**src/rtl/ser_frame_tx_if.sv**
```systemverilog
// Parallel-word / serial-frame bundle for ser_frame_tx.
// slave modport is the framer; master modport is the word source.
// Optional err_inj_i exists only when SER_FRAME_TX_ERR_INJ_EN is defined.
interface ser_frame_tx_if;
  logic [9:0] prl_data_i;
  logic [3:0] prl_len_i;
  logic       prl_valid_i;
  logic       prl_ready_o;
  logic       ser_data_o;
  logic       ser_data_en_o;
  logic       busy_o;
  logic       drop_o;
`ifdef SER_FRAME_TX_ERR_INJ_EN
  logic       err_inj_i;
`endif

  modport slave (
`ifdef SER_FRAME_TX_ERR_INJ_EN
    input  err_inj_i,
`endif
    input  prl_data_i,
    input  prl_len_i,
    input  prl_valid_i,
    output prl_ready_o,
    output ser_data_o,
    output ser_data_en_o,
    output busy_o,
    output drop_o
  );

  modport master (
`ifdef SER_FRAME_TX_ERR_INJ_EN
    output err_inj_i,
`endif
    output prl_data_i,
    output prl_len_i,
    output prl_valid_i,
    input  prl_ready_o,
    input  ser_data_o,
    input  ser_data_en_o,
    input  busy_o,
    input  drop_o
  );
endinterface

```
**src/rtl/ser_frame_tx.sv**
```systemverilog
// Serial framer: preamble, 2..10 data bits MSB first, even parity, then an idle gap.
// Latency: first preamble bit on ser_data_o the cycle after accept; serial outputs registered.
// Backpressure: prl_ready_o high only in IDLE; SER_FRAME_TX_ERR_INJ_EN adds err_inj_i (inverts parity).
module ser_frame_tx #(
  parameter logic [3:0] PREAMB = 4'b1010,
  parameter int         GAP    = 2
) (
  input  logic          clk_i,
  input  logic          rst_i,
  ser_frame_tx_if.slave bus
);

  localparam logic [2:0] S_IDLE = 3'd0;
  localparam logic [2:0] S_PRE  = 3'd1;
  localparam logic [2:0] S_DATA = 3'd2;
  localparam logic [2:0] S_PAR  = 3'd3;
  localparam logic [2:0] S_GAP  = 3'd4;

  localparam logic [3:0] GAP_M1 = 4'(GAP - 1);

  logic [2:0] state_q, state_d;
  logic [3:0] cnt_q, cnt_d;
  logic [9:0] data_q, data_d;
  logic [3:0] len_q, len_d;
  logic       par_q, par_d;
  logic       drop_q, drop_d;
  logic       ser_data_q, ser_data_d;
  logic       ser_en_q, ser_en_d;

  logic        inj;
  logic [15:0] mask_full;
  logic [9:0]  mask;
  logic        len_legal;
  logic [3:0]  bit_idx;

`ifdef SER_FRAME_TX_ERR_INJ_EN
  assign inj = bus.err_inj_i;
`else
  assign inj = 1'b0;
`endif

  // Payload mask and legality for the word currently offered.
  always_comb begin
    mask_full = (16'd1 << bus.prl_len_i) - 16'd1;
    mask      = mask_full[9:0];
    len_legal = (bus.prl_len_i >= 4'd2) && (bus.prl_len_i <= 4'd10);
  end

  // Frame sequencing: accept/latch in IDLE, walk PRE -> DATA -> PAR -> GAP.
  always_comb begin
    state_d = state_q;
    cnt_d   = cnt_q;
    data_d  = data_q;
    len_d   = len_q;
    par_d   = par_q;
    drop_d  = 1'b0;
    case (state_q)
      S_IDLE: begin
        if (bus.prl_valid_i) begin
          data_d = bus.prl_data_i & mask;
          len_d  = bus.prl_len_i;
          par_d  = (^(bus.prl_data_i & mask)) ^ inj;
          if (len_legal) begin
            state_d = S_PRE;
            cnt_d   = 4'd0;
          end else begin
            // Illegal length: word is consumed but nothing is emitted.
            drop_d = 1'b1;
          end
        end
      end
      S_PRE: begin
        if (cnt_q == 4'd3) begin
          state_d = S_DATA;
          cnt_d   = 4'd0;
        end else begin
          cnt_d = cnt_q + 4'd1;
        end
      end
      S_DATA: begin
        if (cnt_q == len_q - 4'd1) begin
          state_d = S_PAR;
          cnt_d   = 4'd0;
        end else begin
          cnt_d = cnt_q + 4'd1;
        end
      end
      S_PAR: begin
        state_d = S_GAP;
        cnt_d   = 4'd0;
      end
      S_GAP: begin
        if (cnt_q == GAP_M1) begin
          state_d = S_IDLE;
          cnt_d   = 4'd0;
        end else begin
          cnt_d = cnt_q + 4'd1;
        end
      end
      default: begin
        state_d = S_IDLE;
        cnt_d   = 4'd0;
      end
    endcase
  end

  // Serial outputs are decoded from the next state so the registered bit lines up with state_q.
  always_comb begin
    ser_en_d   = 1'b0;
    ser_data_d = 1'b0;
    bit_idx    = len_d - 4'd1 - cnt_d;
    case (state_d)
      S_PRE: begin
        ser_en_d   = 1'b1;
        ser_data_d = PREAMB[2'd3 - cnt_d[1:0]];
      end
      S_DATA: begin
        ser_en_d   = 1'b1;
        ser_data_d = data_d[bit_idx];
      end
      S_PAR: begin
        ser_en_d   = 1'b1;
        ser_data_d = par_d;
      end
      default: begin
        ser_en_d   = 1'b0;
        ser_data_d = 1'b0;
      end
    endcase
  end

  // State and output registers; reset kills an in-flight frame immediately.
  always_ff @(posedge clk_i or posedge rst_i) begin
    if (rst_i) begin
      state_q    <= S_IDLE;
      cnt_q      <= 4'd0;
      data_q     <= 10'd0;
      len_q      <= 4'd0;
      par_q      <= 1'b0;
      drop_q     <= 1'b0;
      ser_data_q <= 1'b0;
      ser_en_q   <= 1'b0;
    end else begin
      state_q    <= state_d;
      cnt_q      <= cnt_d;
      data_q     <= data_d;
      len_q      <= len_d;
      par_q      <= par_d;
      drop_q     <= drop_d;
      ser_data_q <= ser_data_d;
      ser_en_q   <= ser_en_d;
    end
  end

  assign bus.prl_ready_o   = (state_q == S_IDLE);
  assign bus.busy_o        = (state_q != S_IDLE);
  assign bus.ser_data_o    = ser_data_q;
  assign bus.ser_data_en_o = ser_en_q;
  assign bus.drop_o        = drop_q;

endmodule

```
**src/flat_wrapper.sv**
```systemverilog
// flat-port wrapper written by rule: the top's interface ports become plain ports
module ser_frame_tx_flat 
#(
  parameter logic [3:0] PREAMB = 4'b1010,
  parameter int         GAP    = 2
)
  (clk_i, rst_i, bus_prl_data_i, bus_prl_len_i, bus_prl_valid_i, bus_prl_ready_o, bus_ser_data_o, bus_ser_data_en_o, bus_busy_o, bus_drop_o);
  ser_frame_tx_if bus_i ();
  input  logic clk_i;
  input  logic rst_i;
  input wire logic [$bits(bus_i.prl_data_i)-1:0] bus_prl_data_i;
  input wire logic [$bits(bus_i.prl_len_i)-1:0] bus_prl_len_i;
  input wire logic [$bits(bus_i.prl_valid_i)-1:0] bus_prl_valid_i;
  output wire logic [$bits(bus_i.prl_ready_o)-1:0] bus_prl_ready_o;
  output wire logic [$bits(bus_i.ser_data_o)-1:0] bus_ser_data_o;
  output wire logic [$bits(bus_i.ser_data_en_o)-1:0] bus_ser_data_en_o;
  output wire logic [$bits(bus_i.busy_o)-1:0] bus_busy_o;
  output wire logic [$bits(bus_i.drop_o)-1:0] bus_drop_o;
  assign bus_i.prl_data_i = bus_prl_data_i;
  assign bus_i.prl_len_i = bus_prl_len_i;
  assign bus_i.prl_valid_i = bus_prl_valid_i;
  assign bus_prl_ready_o = bus_i.prl_ready_o;
  assign bus_ser_data_o = bus_i.ser_data_o;
  assign bus_ser_data_en_o = bus_i.ser_data_en_o;
  assign bus_busy_o = bus_i.busy_o;
  assign bus_drop_o = bus_i.drop_o;
  ser_frame_tx #(.PREAMB(PREAMB), .GAP(GAP)) u_core (.clk_i(clk_i), .rst_i(rst_i), .bus(bus_i));
endmodule
```
**config.mk**
```make
export PLATFORM = sky130hd
export DESIGN_NAME = ser_frame_tx_flat
export DESIGN_NICKNAME = d
export VERILOG_FILES = /design/src/rtl/ser_frame_tx_if.sv /design/src/rtl/ser_frame_tx.sv /design/src/flat_wrapper.sv
export SDC_FILE = /design/constraint.sdc
export NUM_CORES = 1
export LEC_CHECK = 0
export BUFFER_PORTS_ARGS = -buffer_cell sky130_fd_sc_hd__buf_4
export CORE_MARGIN = 4
export CORE_UTILIZATION = 57
export DETAILED_ROUTE_END_ITERATION = 16
export GPL_TIMING_DRIVEN = 0
export HOLD_SLACK_MARGIN = 0.02
export PLACE_DENSITY = 0.79
export SYNTH_ARGS = -nofsm -noshare
export SYNTH_HDL_FRONTEND = slang
export SYNTH_SLANG_ARGS = --single-unit
```
**constraint.sdc**
```tcl
create_clock -name clk_i -period 3.8 [get_ports clk_i]
set_input_delay 0.76 -clock clk_i [delete_from_list [all_inputs] [get_ports clk_i]]
set_output_delay 0.76 -clock clk_i [all_outputs]
set_load 0.03 [all_outputs]
```
# [Word level (Yosys, flattened, before mapping)]
# Index checks and enable logic that the tools add are counted.
[word_totals] out_inout_bits=5 input_bits=17 ff_bits=25 word_cells=62
[op_classes] bitwise=1 n_reduce_logical=5 n_lt_le_gt_ge=4 n_mux=27 add_sub_neg=6 n_eq_ne=10 shifts=1
[ops] cell="4-bit 2-to-1 mux" count=7
[ops] cell="10-bit 2-to-1 mux" count=2
[ops] cell="4-bit case mux with 4 select lines" count=1
[ops] cell="3-bit 2-to-1 mux" count=5
[ops] cell="3-bit case mux with 5 select lines" count=1
[ops] cell="3-bit by 2-bit equality test with 1-bit output, second input constant" count=4
[ops] cell="10-bit AND" count=1
[ops] cell="10-bit XOR reduction" count=1
[ops] cell="1-bit by 4-bit left shift with 10-bit output, first input constant" count=1
[ops] cell="10-bit by 1-bit subtractor with 10-bit output, second input constant" count=1
[ops] cell="1-bit 2-to-1 mux" count=8
[ops] cell="4-bit by 1-bit subtractor with 4-bit output, second input constant" count=2
[ops] cell="3-bit by 1-bit equality test with 1-bit output, second input constant" count=2
[ops] cell="4-bit by 5-bit < comparator with 1-bit output, second input constant" count=1
[ops] cell="4-bit by 1-bit adder with 4-bit output, second input constant" count=1
[ops] cell="1-bit binary-select mux with 4-bit select" count=1
[ops] cell="4-bit by 1-bit equality test with 1-bit output, second input constant" count=1
[ops] cell="4-bit by 2-bit equality test with 1-bit output, second input constant" count=1
[ops] cell="4-bit equality test" count=1
[ops] cell="4-bit by 2-bit greater-or-equal comparator with 1-bit output, second input constant" count=1
[ops] cell="4-bit less-or-equal comparator, second input constant" count=1
[ops] cell="4-bit subtractor" count=1
[ops] cell="3-bit equality test, second input constant" count=1
[ops] cell="3-bit zero test" count=1
[ops] cell="7 further kinds" count=7

# [Longest topological paths before layout]
[logic_depth] word_depth=9 depth_mapped=18 depth_no_buf=17

# [Worst setup path after synthesis]
# Ideal clock, no wire load.
[synth_path] path_type="input-to-reg" start="input port bus_prl_len_i[1]" end="register u_core.ser_data_q, in the netlist u_core.bus.ser_data_o" setup_time_ns=0.119 required_time_ns=3.681 cell_stages=16 setup_slack_ns=0.281 t_arrival_ns=3.400 cell_sequence="buf_2 nor3_1 a211oi_1 nor2_1 inv_1 mux2i_1 inv_1 ha_1 inv_1 fa_1 clkbuf_1 o2111ai_2 nand2_1 nor4b_2 mux2i_1 o21a_1"
[synth_between] elab_chain_cells=9
[synth_rtl] item="from (decl)" line="flat_wrapper.sv:12" text="input wire logic [$bits(bus_i.prl_len_i)-1:0] bus_prl_len_i;"
[synth_rtl] item="4-bit by 2-bit greater-or-equal comparator with 1-bit output / 4-bit less-or-equal comparator (equally long branches)" line="ser_frame_tx.sv:46" text="len_legal = (bus.prl_len_i >= 4'd2) && (bus.prl_len_i <= 4'd10);"
[synth_rtl] item="1-bit logical AND *" line="ser_frame_tx.sv:46"
[synth_rtl] item="4-bit 2-to-1 mux *" line="ser_frame_tx.sv:63" text="if (len_legal) begin"
[synth_rtl] item="4-bit 2-to-1 mux *" line="ser_frame_tx.sv:59" text="if (bus.prl_valid_i) begin"
[synth_rtl] item="4-bit case mux with 4 select lines *" line="ser_frame_tx.sv:57" text="case (state_q)"
[synth_rtl] item="net u_core.cnt_d[0]" line="ser_frame_tx.sv:22" text="logic [3:0] cnt_q, cnt_d;"
[synth_rtl] item="4-bit subtractor / 2-bit subtractor (equally long branches)" line="ser_frame_tx.sv:111, ser_frame_tx.sv:115"
[synth_rtl] item="1-bit binary-select mux with 4-bit select / 1-bit binary-select mux with 2-bit select (equally long branches)" line="ser_frame_tx.sv:119, ser_frame_tx.sv:115"
[synth_rtl] item="1-bit 2-to-1 mux, on equally long branches" line="ser_frame_tx.sv:119, ser_frame_tx.sv:115"
[synth_rtl] item="1-bit case mux with 3 select lines *" line="ser_frame_tx.sv:112" text="case (state_d)"
[synth_rtl] item="net u_core.ser_data_d" line="ser_frame_tx.sv:27" text="logic ser_data_q, ser_data_d;"
[synth_rtl] item="to (signal assigned)" line="ser_frame_tx.sv:150" text="ser_data_q <= ser_data_d;"
[synth_rtl] item="to (decl)" line="ser_frame_tx.sv:27"
# The timed path passes the listed nets; every way through them passes the cells marked *. The select of a mux whose other input is x is not followed.

# [Worst setup path after layout]
[layout_path] start="register u_core.cnt_q[0]" end="register u_core.ser_data_q, in the netlist u_core.bus.ser_data_o"
[layout_between] elab_chain_cells=7
[layout_rtl] item="from (decl)" line="ser_frame_tx.sv:22"
[layout_rtl] item="from (signal assigned)" line="ser_frame_tx.sv:145" text="cnt_q <= cnt_d;"
[layout_rtl] item="4-bit by 1-bit adder with 4-bit output (tied with other cells)" line="ser_frame_tx.sv:77, ser_frame_tx.sv:85, ser_frame_tx.sv:97"
[layout_rtl] item="4-bit 2-to-1 mux, on equally long branches"
[layout_rtl] item="4-bit case mux with 4 select lines *" line="ser_frame_tx.sv:57"
[layout_rtl] item="net u_core.cnt_d[0]" line="ser_frame_tx.sv:22"
[layout_rtl] item="4-bit subtractor / 2-bit subtractor (equally long branches)" line="ser_frame_tx.sv:111, ser_frame_tx.sv:115"
[layout_rtl] item="1-bit binary-select mux with 4-bit select / 1-bit binary-select mux with 2-bit select (equally long branches)" line="ser_frame_tx.sv:119, ser_frame_tx.sv:115"
[layout_rtl] item="1-bit 2-to-1 mux, on equally long branches" line="ser_frame_tx.sv:119, ser_frame_tx.sv:115"
[layout_rtl] item="1-bit case mux with 3 select lines *" line="ser_frame_tx.sv:112"
[layout_rtl] item="net u_core.ser_data_d" line="ser_frame_tx.sv:27"
# Marked as above.

==> run metrics <==
syn avg cell area=8.73 um2; PwrDens=1010 nW/um2; CTS hold repair buffers=0; GRT Total Usage=20.1%; DPL Wire Length=2980 um; fraction of layout instances using a drive strength above 1=19.9%; TritonCTS clock tree=yes; final worst setup slack=0.232 ns; Worst Setup End Kind=register; clock transition at the registers of the reported paths=0.14 ns; Port Buffers=21; CP peak stage delay=0.51 ns; cts bufs inserted=3; RSZ-0062 raised after global routing=false; Synth Net Count=226; Ant. Diodes=0; Post-route DRC=0; CORE AREA=2850 um2; grt met1 use=25.3%; top cell type by total area after synthesis=dfrtp_1; GRT Max-Usage Layer=met2; Worst path top cell family by delay=simple AND/OR/NAND/NOR gates; worst-path fanout max=9; worst r2r path cells=14; die width=63.5 um; Nets=252; VDD IR-drop max=0.577 mV; nature of the critical path startpoint=register; vias in the first global route=1,471; Fin. Hold Viols=0; relative slew slack=37.2%; Starting Density=61.5%; worst reg2reg setup slack=0.23 ns; reg2reg start=u_core.cnt_q[0]; critical path data arrival time=3.80 ns; min Tclk post-route=3.57 ns; Place WS=-0.470 ns; Yosys reg bits=25; Post-Syn Area=1750 um2; global-route wire length before repair=6490 um; Cells after Synth=201; total power=2.03 mW; slowest library cell on the worst path=fa_2; Via Count=1,480; Buf+Inv Stages, Crit Path=2; Hold Path Depth=2; Sequential Area=627 um2; M3 GR Usage=3.20%; most common cell in the netlist=nand2_1; outcome=completed; largest net degree at the start of global routing=26; ranking of synthesized cells by area=dfrtp_1 (36%), nand2_1 (7.7%), xnor2_1 (5.5%); Critical Path RT=4.04 ns; total gr overflow=0; hold path start=u_core.data_q[3]; IO Count=22; Synth top cells by count=nand2_1 (36), dfrtp_1 (25), inv_1 (14), o21ai_0 (11), xnor2_1 (11); Final ANT Viol Nets=0; Distinct cells, synth=49; Max Cap Violations=0; clock sink count=25; area of the multi-input gates=1050 um2; Routed wire per std cell=14.6 um; Crit Path Class=register to register; cells along the critical path=ha_1, and2_4, or4b_1, o211a_2, mux2i_4, inv_1, ha_1, inv_1, fa_2, o2111ai_2, nand2_1, nor4b_2, mux2i_1, o21a_1; Synth Flop Type=dfrtp_1; Least-Margin Pin Slew=0.940 ns; Post-synth EDFFs=0; hold_ws=0.483 ns; Layout area overhead=14.5%; register area share after synthesis=35.7%; Yosys warnings=0; Die ar.=4030 um2; Post-synth ARST share=100%; htree depth=1; routed wire length=3760 um; met2 usage=34.9%; initial antenna violation count=0; Yosys top cell area share=35.7%; achievable frequency=280 MHz; Iteration-0 DRC Markers=95; final period utilization=93.9%; DIE HEIGHT=63.5 um; Finish-stage setup viols=0; RR Endpoint=u_core.bus.ser_data_o; Hold EP=u_core.data_q[3]; Clock Skew=0.00788 ns; Setup crit start=u_core.cnt_q[0]; Pre-antenna DRT Iters=5; Hold WC Path Type=register to register; GP Congestion=0.845; CTS Root Buffer Type=clkbuf_4; Skew-Pair Late Insertion Delay=0.33 ns; Slew Limit Fails=0; num rows=19; Layout fillers=229; Leak Pwr=0.946 nW; vias per cell=5.76; Max clock buf depth=2
## what timing repair did
item	4_1_cts	5_1_grt
setup buffers	0	1
setup endpoints to repair	1	1
gates resized for setup	2	4
## power breakdown
| group | switching, mW | internal (mW) |
|---|---|---|
| clock | 0.0813 | 0.0396 |
| combinational | 0.814 | 0.626 |
| sequential | 0.0825 | 0.383 |
| total | 0.977 | 1.05 |
## worst min-delay path, stage by stage, from the launching register on
cell     delay (ns)
dfrtp_1        0.35
nand2_1        0.05
o21ai_2        0.06
## worst max-delay path by stage
stage                            endpoint  slack, ns  depth (start not counted)
floorplan           u_core.bus.ser_data_o       0.28                         16
global placement    u_core.bus.ser_data_o      -0.41                         17
detailed placement  u_core.bus.ser_data_o      -0.47                         17
CTS                 u_core.bus.ser_data_o       0.06                         14
global route        u_core.bus.ser_data_o       0.02                         14
finish              u_core.bus.ser_data_o       0.23                         14
## state kept, by name, indices dropped and copies added (netlist names)
| name | count |
|---|---|
| u_core.bus.drop_o | 1 |
| u_core.bus.ser_data_en_o | 1 |
| u_core.bus.ser_data_o | 1 |
| u_core.cnt_q | 4 |
| u_core.data_q | 10 |
| u_core.len_q | 4 |
| u_core.par_q | 1 |
| u_core.state_q | 3 |
## kinds of logic after synthesis
group	after synthesis	synth area share (%)
simple gates	79	23.4
compound gates	43	17.3
flops	25	35.7
buf+inv	23	5.92
xor+xnor	21	10.5
fa+ha+maj	8	6.13
mux	2	1.14
## metal layers
metal / wire length [um] / vias up
li1: - / 744
met1: 1580 / 700
met2: 1960 / 27
met3: 136 / 9
met4: 80 / 0
met5: 0 / -
## cell usage in the layout, fill, tap and decap left out, types with 2 or more instances in the layout
master,Yosys,final
nor2_1,7,7
nand3_1,8,8
nand3b_1,3,3
buf_6,2,2
o2111ai_1,2,2
o21ai_0,11,11
buf_4,0,22
o21ai_2,2,2
buf_2,2,2
o21a_1,3,3
inv_1,14,14
ha_1,7,7
clkbuf_4,0,3
a21oi_1,8,8
dfrtp_1,25,24
nor4b_1,2,2
clkbuf_1,5,4
a21o_1,2,2
nand2_1,36,36
xor2_1,10,10
o21ai_1,2,2
xnor2_1,11,11
nor2b_1,2,2
nor3_1,4,3
nand2b_1,5,5
## metrics by stage
stage               utilization [%]  TNS, ns  instance area (um2)  cells
floorplan                         -        0                 1750    201
global placement               68.4   -0.408                 1950    253
detailed placement             68.4   -0.470                 1950    253
CTS                            69.5        0                 1980    256
global route                   70.4        0                 2010    257
finish                         70.4        0                 2010    257
## area by class of cell
| cell class | count | share of cell area, % |
|---|---|---|
| Multi-Input combinational cell | 153 | 52.3 |
| Sequential cell | 25 | 31.2 |
| Timing Repair Buffer | 22 | 8.22 |
| Inverter | 14 | 2.62 |
| Buffer | 8 | 2.37 |
| Tap cell | 31 | 1.93 |
| Clock buffer | 3 | 1.12 |
| Clock inverter | 1 | 0.249 |
Note: power is estimated with default switching activity, not from simulation.
